File: config.mk
export PLATFORM = sky130hd
export DESIGN_NAME = regfile_cmd_ctrl
export DESIGN_NICKNAME = d
export VERILOG_FILES = /design/src/rtl/regfile_cmd_pkg.sv /design/src/rtl/rx_timeout_cnt.sv /design/src/rtl/regfile_cmd_ctrl.sv
export SDC_FILE = /design/constraint.sdc
export NUM_CORES = 1
export LEC_CHECK = 0
export ABC_AREA = 1
export BUFFER_PORTS_ARGS = -buffer_cell sky130_fd_sc_hd__buf_4
export CAP_MARGIN = 40
export CORE_ASPECT_RATIO = 0.75
export CORE_UTILIZATION = 54
export CTS_BUF_LIST = sky130_fd_sc_hd__clkbuf_16
export CTS_CLUSTER_DIAMETER = 200
export CTS_CLUSTER_SIZE = 40
export DETAILED_ROUTE_END_ITERATION = 8
export GPL_ROUTABILITY_DRIVEN = 1
export PLACE_DENSITY_LB_ADDON = 0.05
export SLEW_MARGIN = 20
export SYNTH_ARGS = -nofsm -noshare
export SYNTH_HDL_FRONTEND = slang
export SYNTH_HIERARCHICAL = 1
export SYNTH_SLANG_ARGS = --single-unit
File: constraint.sdc
create_clock -name CLK -period 3.51 [get_ports CLK]
set_clock_uncertainty 0.15 [all_clocks]
set_input_delay 0.351 -clock CLK [delete_from_list [all_inputs] [get_ports CLK]]
set_output_delay 0.351 -clock CLK [all_outputs]
set_load 0.01 [all_outputs]
File: src/rtl/regfile_cmd_pkg.sv
// Shared constants and FSM encoding for the RegFile byte-stream command front end.
package regfile_cmd_pkg;

    localparam logic [7:0] CMD_WR = 8'hAA;
    localparam logic [7:0] CMD_RD = 8'hBB;

    localparam int STATE_W = 3;
    localparam logic [STATE_W-1:0] ST_IDLE     = 3'd0;
    localparam logic [STATE_W-1:0] ST_GET_ADDR = 3'd1;
    localparam logic [STATE_W-1:0] ST_GET_DATA = 3'd2;
    localparam logic [STATE_W-1:0] ST_WRITE    = 3'd3;
    localparam logic [STATE_W-1:0] ST_READ     = 3'd4;
    localparam logic [STATE_W-1:0] ST_WAIT_RD  = 3'd5;
    localparam logic [STATE_W-1:0] ST_SEND     = 3'd6;

    typedef enum logic [STATE_W-1:0] {
        IDLE     = ST_IDLE,
        GET_ADDR = ST_GET_ADDR,
        GET_DATA = ST_GET_DATA,
        WRITE    = ST_WRITE,
        READ     = ST_READ,
        WAIT_RD  = ST_WAIT_RD,
        SEND     = ST_SEND
    } state_t;

endpackage

File: src/rtl/rx_timeout_cnt.sv
// Counts idle cycles while enabled; flags the cycle on which the TIMEOUT-th idle cycle ends.
module rx_timeout_cnt #(
    parameter int TIMEOUT = 255
) (
    input  logic clk,
    input  logic rst_n,
    input  logic clear,
    input  logic enable,
    output logic expired
);

    localparam int CW = $clog2(TIMEOUT + 1);

    logic [CW-1:0] cnt;

    assign expired = enable && !clear && (cnt == CW'(TIMEOUT - 1));

    always_ff @(posedge clk) begin
        if (!rst_n || clear || !enable || expired) begin
            cnt <= '0;
        end else begin
            cnt <= cnt + 1'b1;
        end
    end

endmodule

File: src/rtl/regfile_cmd_ctrl.sv
// Parses AA/BB command frames from a byte stream into RegFile writes/reads and
// returns read data LSB-first. Handshakes: a byte moves on a cycle where valid & ready are both high.
module regfile_cmd_ctrl
    import regfile_cmd_pkg::*;
#(
    parameter int WIDTH   = 16,
    parameter int DEPTH   = 8,
    parameter int ADDR    = 3,
    parameter int TIMEOUT = 255
) (
    input  logic             CLK,
    input  logic             RST,
    input  logic [7:0]       RxData,
    input  logic             RxValid,
    output logic             RxReady,
    output logic [7:0]       TxData,
    output logic             TxValid,
    input  logic             TxReady,
    output logic [ADDR-1:0]  Address,
    output logic [WIDTH-1:0] WrData,
    output logic             WrEn,
    output logic             RdEn,
    input  logic [WIDTH-1:0] RdData,
    output logic             Busy,
    output logic             ErrPulse,
    output state_t           dbg_state
);

    localparam int NBYTES = WIDTH / 8;
    localparam int IDX_W  = (NBYTES > 1) ? $clog2(NBYTES) : 1;
    localparam logic [IDX_W-1:0] LAST_IDX = IDX_W'(NBYTES - 1);

    state_t           state;
    logic             is_write;
    logic             addr_bad;
    logic [IDX_W-1:0] byte_idx;
    logic [WIDTH-1:0] data_sr;
    logic [WIDTH-1:0] tx_sr;
    logic [WIDTH-1:0] shift_in;
    logic             rx_fire;
    logic             tx_fire;
    logic             timer_en;
    logic             expired;

    assign rx_fire   = RxValid & RxReady;
    assign tx_fire   = TxValid & TxReady;
    assign timer_en  = (state == GET_ADDR) || (state == GET_DATA);
    assign shift_in  = WIDTH'({RxData, data_sr} >> 8);
    assign dbg_state = state;

    rx_timeout_cnt #(.TIMEOUT(TIMEOUT)) u_timeout (
        .clk    (CLK),
        .rst_n  (RST),
        .clear  (rx_fire),
        .enable (timer_en),
        .expired(expired)
    );

    always_ff @(posedge CLK) begin
        if (!RST) begin
            state    <= IDLE;
            is_write <= 1'b0;
            addr_bad <= 1'b0;
            byte_idx <= '0;
            data_sr  <= '0;
            tx_sr    <= '0;
            RxReady  <= 1'b0;
            TxData   <= '0;
            TxValid  <= 1'b0;
            Address  <= '0;
            WrData   <= '0;
            WrEn     <= 1'b0;
            RdEn     <= 1'b0;
            Busy     <= 1'b0;
            ErrPulse <= 1'b0;
        end else begin
            WrEn     <= 1'b0;
            RdEn     <= 1'b0;
            ErrPulse <= 1'b0;
            unique case (state)
                IDLE: begin
                    RxReady <= 1'b1;
                    Busy    <= 1'b0;
                    if (rx_fire) begin
                        if (RxData == CMD_WR || RxData == CMD_RD) begin
                            is_write <= (RxData == CMD_WR);
                            state    <= GET_ADDR;
                            Busy     <= 1'b1;
                        end else begin
                            ErrPulse <= 1'b1;
                        end
                    end
                end
                GET_ADDR: begin
                    if (expired) begin
                        ErrPulse <= 1'b1;
                        state    <= IDLE;
                        Busy     <= 1'b0;
                    end else if (rx_fire) begin
                        addr_bad <= (int'(RxData) >= DEPTH);
                        byte_idx <= '0;
                        // Out-of-range addresses never reach Address, so it keeps its last good value.
                        if (int'(RxData) < DEPTH) begin
                            Address <= ADDR'(RxData);
                        end
                        if (is_write) begin
                            state <= GET_DATA;
                        end else if (int'(RxData) >= DEPTH) begin
                            ErrPulse <= 1'b1;
                            state    <= IDLE;
                            Busy     <= 1'b0;
                        end else begin
                            RdEn    <= 1'b1;
                            RxReady <= 1'b0;
                            state   <= READ;
                        end
                    end
                end
                GET_DATA: begin
                    if (expired) begin
                        ErrPulse <= 1'b1;
                        state    <= IDLE;
                        Busy     <= 1'b0;
                    end else if (rx_fire) begin
                        data_sr <= shift_in;
                        if (byte_idx == LAST_IDX) begin
                            if (addr_bad) begin
                                ErrPulse <= 1'b1;
                                state    <= IDLE;
                                Busy     <= 1'b0;
                            end else begin
                                WrData  <= shift_in;
                                WrEn    <= 1'b1;
                                RxReady <= 1'b0;
                                state   <= WRITE;
                            end
                        end else begin
                            byte_idx <= byte_idx + 1'b1;
                        end
                    end
                end
                WRITE: begin
                    RxReady <= 1'b1;
                    Busy    <= 1'b0;
                    state   <= IDLE;
                end
                READ: begin
                    state <= WAIT_RD;
                end
                WAIT_RD: begin
                    TxData   <= RdData[7:0];
                    tx_sr    <= RdData >> 8;
                    TxValid  <= 1'b1;
                    byte_idx <= '0;
                    state    <= SEND;
                end
                SEND: begin
                    if (tx_fire) begin
                        if (byte_idx == LAST_IDX) begin
                            TxValid <= 1'b0;
                            RxReady <= 1'b1;
                            Busy    <= 1'b0;
                            state   <= IDLE;
                        end else begin
                            TxData   <= tx_sr[7:0];
                            tx_sr    <= tx_sr >> 8;
                            byte_idx <= byte_idx + 1'b1;
                        end
                    end
                end
                default: begin
                    state <= IDLE;
                end
            endcase
        end
    end

endmodule
==> flow_summary.toml <==
[yosys]
synthArstFlopShare_pct = 0
synth_common_cells = "nand2_1, nor2_1, dfxtp_1, a21oi_1, o21ai_0"
ys_ff_latch = 63
synthFlopType = "dfxtp_1"
yosysUniqueCellTypes = 32
yosys.area.top_type_share_pct = 43.9
synth.most_common_cell = "nand2_1"
avgSynthCellArea_um2 = 7.33
ys_seq_area_share_pct = 43.9
synthesis.area_um2 = 2870
yosysTopAreaCell = "dfxtp_1"
synthCells = 392
synth_edf_count = 0
syn_nets = 426
yosysWarnings = 6
synth_area_leaders = "dfxtp_1, nand2_1, nor2_1"

[sta]
fin_ws_ns = 0.463
drv_slew = 0
hold_violations = 0
period_minus_slack_ns = 3.05
relSlewSlack_pct = 66.6
grt_setup_unrepaired = "no"
setup_tns_ns = 0
max_freq_ghz = 0.328
layout_worst_path_cycle_share_pct = 86.8
setup_violations = 0
worst_slew_pin_slew_ns = 0.501

[clock_tree]
cts_max_path_buffers = 2
ctsHoldBuffers = 0
cts_buffers = 9
htree_levels = 3
clk_latency_ns = 0.32
cts_resized = 0
clk_root_buffer_cell = "clkbuf_16"
cts.sinks = 63
cts_tree = "done"
postCtsSetupBuffers = 0
clk_pin_slew_ns = 0.05

[place]
placedCellCount = 516
io_buffers = 63
post-place-ws_ns = 0.532
gp_congestion = 0.912
dpl.hpwl_mm = 4.73

[global_route]
grt_max_degree = 44
track_usage_pct = 26.1
gr-total-overflow = 0
grt_pass1_wl_mm = 11.3
antenna_found_initial = 0
grt_pass1_vias = 2513

[setup_path]
rr_endpoint = "WrData[10]$_SDFFE_PN0P_"
start_kind = "register"
cp-end-kind = "register"
critPathMaxFanout = 21
critical_path_class = "reg -> reg"
startpoint = "dbg_state[0]$_SDFFE_PN0P_"
crit_slowest_cell = "ha_1"
cp.arrival_ns = 3.10
r2r-start = "dbg_state[0]$_SDFFE_PN0P_"
path_cells = "inv_1 > ha_1 > nand2_2 > nand2_2 > inv_1 > nor2_1 > nand3_1 > nor2_1 > inv_1 > nand2_1 > nor2_2 > nand2_2 > inv_2 > o21ai_0 > a21oi_1"
r2r_slack_ns = 0.46
worst_path_largest_cell_delay_ns = 0.37
worst-r2r-cell-count = 15
worstPathRequired_ns = 3.56

[routing]
post_drt_via_cell_ratio = 5.22
antenna_left = 0
drc_errors = 0
drt_iter0_drc = 169
wl_mm = 6.83
wire_per_inst_um = 12.8
via_count = 2778
first_pass_iters = 6

[floorplanning]
boundaryPins = 64
start_util_pct = 57.3
coreArea_um2 = 5010
die_height_um = 65.2
num_rows = 22
die_x_um = 86.2
fp.dieArea_um2 = 5620

[layout]
diodes = 0
finalNonFillerCells = 532
nFillCells = 408
nets = 489
drive_above_1_share_pct = 22.8
area_growth_pct = 27.3

[power_and_ir_drop]
power.leakage_uw = 0.00166
peakVddDrop_uv = 461
powerDensity_nw_per_um2 = 548

[hold_path]
hold_path.startpoint = "RdData[15]"
min_to = "tx_sr[7]$_SDFFE_PN0P_"
hold_path.class = "in -> reg"
whs_path_depth = 3

[flow_run]
max_cap_violations = 0

[status]
status = "complete, no violations"
## registers in the layout, indices dropped and copies added (netlist names)
signal / cells
ErrPulse: 1
addr_bad: 1
RxReady: 1
TxData: 8
Busy: 1
WrEn: 1
byte_idx: 1
tx_sr: 8
Address: 3
is_write: 1
TxValid: 1
WrData: 16
data_sr: 8
RdEn: 1
dbg_state: 3
u_timeout/cnt: 8
## cell type report
type / count / area, µm² / share of cell area, %
clock buffer: 9 / 225 / 6.16
timing repair buffer: 63 / 473 / 12.9
clock inverter: 7 / 65.1 / 1.78
multi-input combinational: 284 / 1410 / 38.6
tap: 72 / 90.1 / 2.46
sequential: 63 / 1260 / 34.5
inverter: 34 / 130 / 3.56
## worst max-delay path, delay by kind of cell, from the launching register on
kind	cells	cell delay, ns
AOI/OAI and AO/OA	2	0.24
and+or+nand+nor	8	1.27
DFF	1	0.36
buffers and inverters	4	0.52
adders and majority gates	1	0.37
## worst max-delay path by stage
stage,endpoint,cells after the start
floorplan,WrData[0]$_SDFFE_PN0P_,14
global placement,WrData[10]$_SDFFE_PN0P_,15
detailed placement,WrData[10]$_SDFFE_PN0P_,15
CTS,WrData[10]$_SDFFE_PN0P_,15
global route,WrData[10]$_SDFFE_PN0P_,15
finish,WrData[10]$_SDFFE_PN0P_,15
## report_power, final
group	switching [µW]	leakage, µW	internal [µW]
sequential	26.5	0.000509	751
clock	307	0.000146	543
combinational	236	0.00100	138
## layer usage
metal | GRT usage, % | part of all wire, % | vias up
met5 | 0 | 0 | -
met4 | 7.92 | 0.94 | 0
met3 | 8.54 | 8.4 | 10
met2 | 41.6 | 43 | 98
met1 | 33.7 | 48 | 1266
li1 | - | - | 1404
## metrics by stage
stage / instance area, µm² / total power [µW] / util, % / hold WS, ns
final: 3660 / 2000 / 73.0 / 0.143
after global routing: 3660 / 2090 / 73.0 / 0.146
after CTS: 3660 / 2010 / 73.0 / 0.135
after detailed placement: 3370 / 1160 / 67.2 / 0.305
after global placement: 3370 / 1150 / 67.2 / 0.295
after floorplan: 2870 / 1040 / - / 0.280
## cells by family after synthesis
group | count (synthesis) | synth area share, %
xor+xnor | 3 | 0.915
buf+inv | 45 | 6.93
flops | 63 | 43.9
compound gates | 77 | 15.2
simple gates | 198 | 30.5
fa+ha+maj | 6 | 2.61
## placed cells by master, fill, tap and decap left out, drive strengths merged, types with 2 or more instances in the layout
| cell | count |
|---|---|
| a21oi | 32 |
| buf | 63 |
| clkbuf | 9 |
| clkinv | 4 |
| dfxtp | 63 |
| ha | 6 |
| inv | 35 |
| nand2 | 89 |
| nand3 | 26 |
| nand4 | 5 |
| nor2 | 75 |
| o211a | 8 |
| o21ai | 36 |
| xor2 | 2 |
No activity file was read; power rests on OpenSTA's default activity.
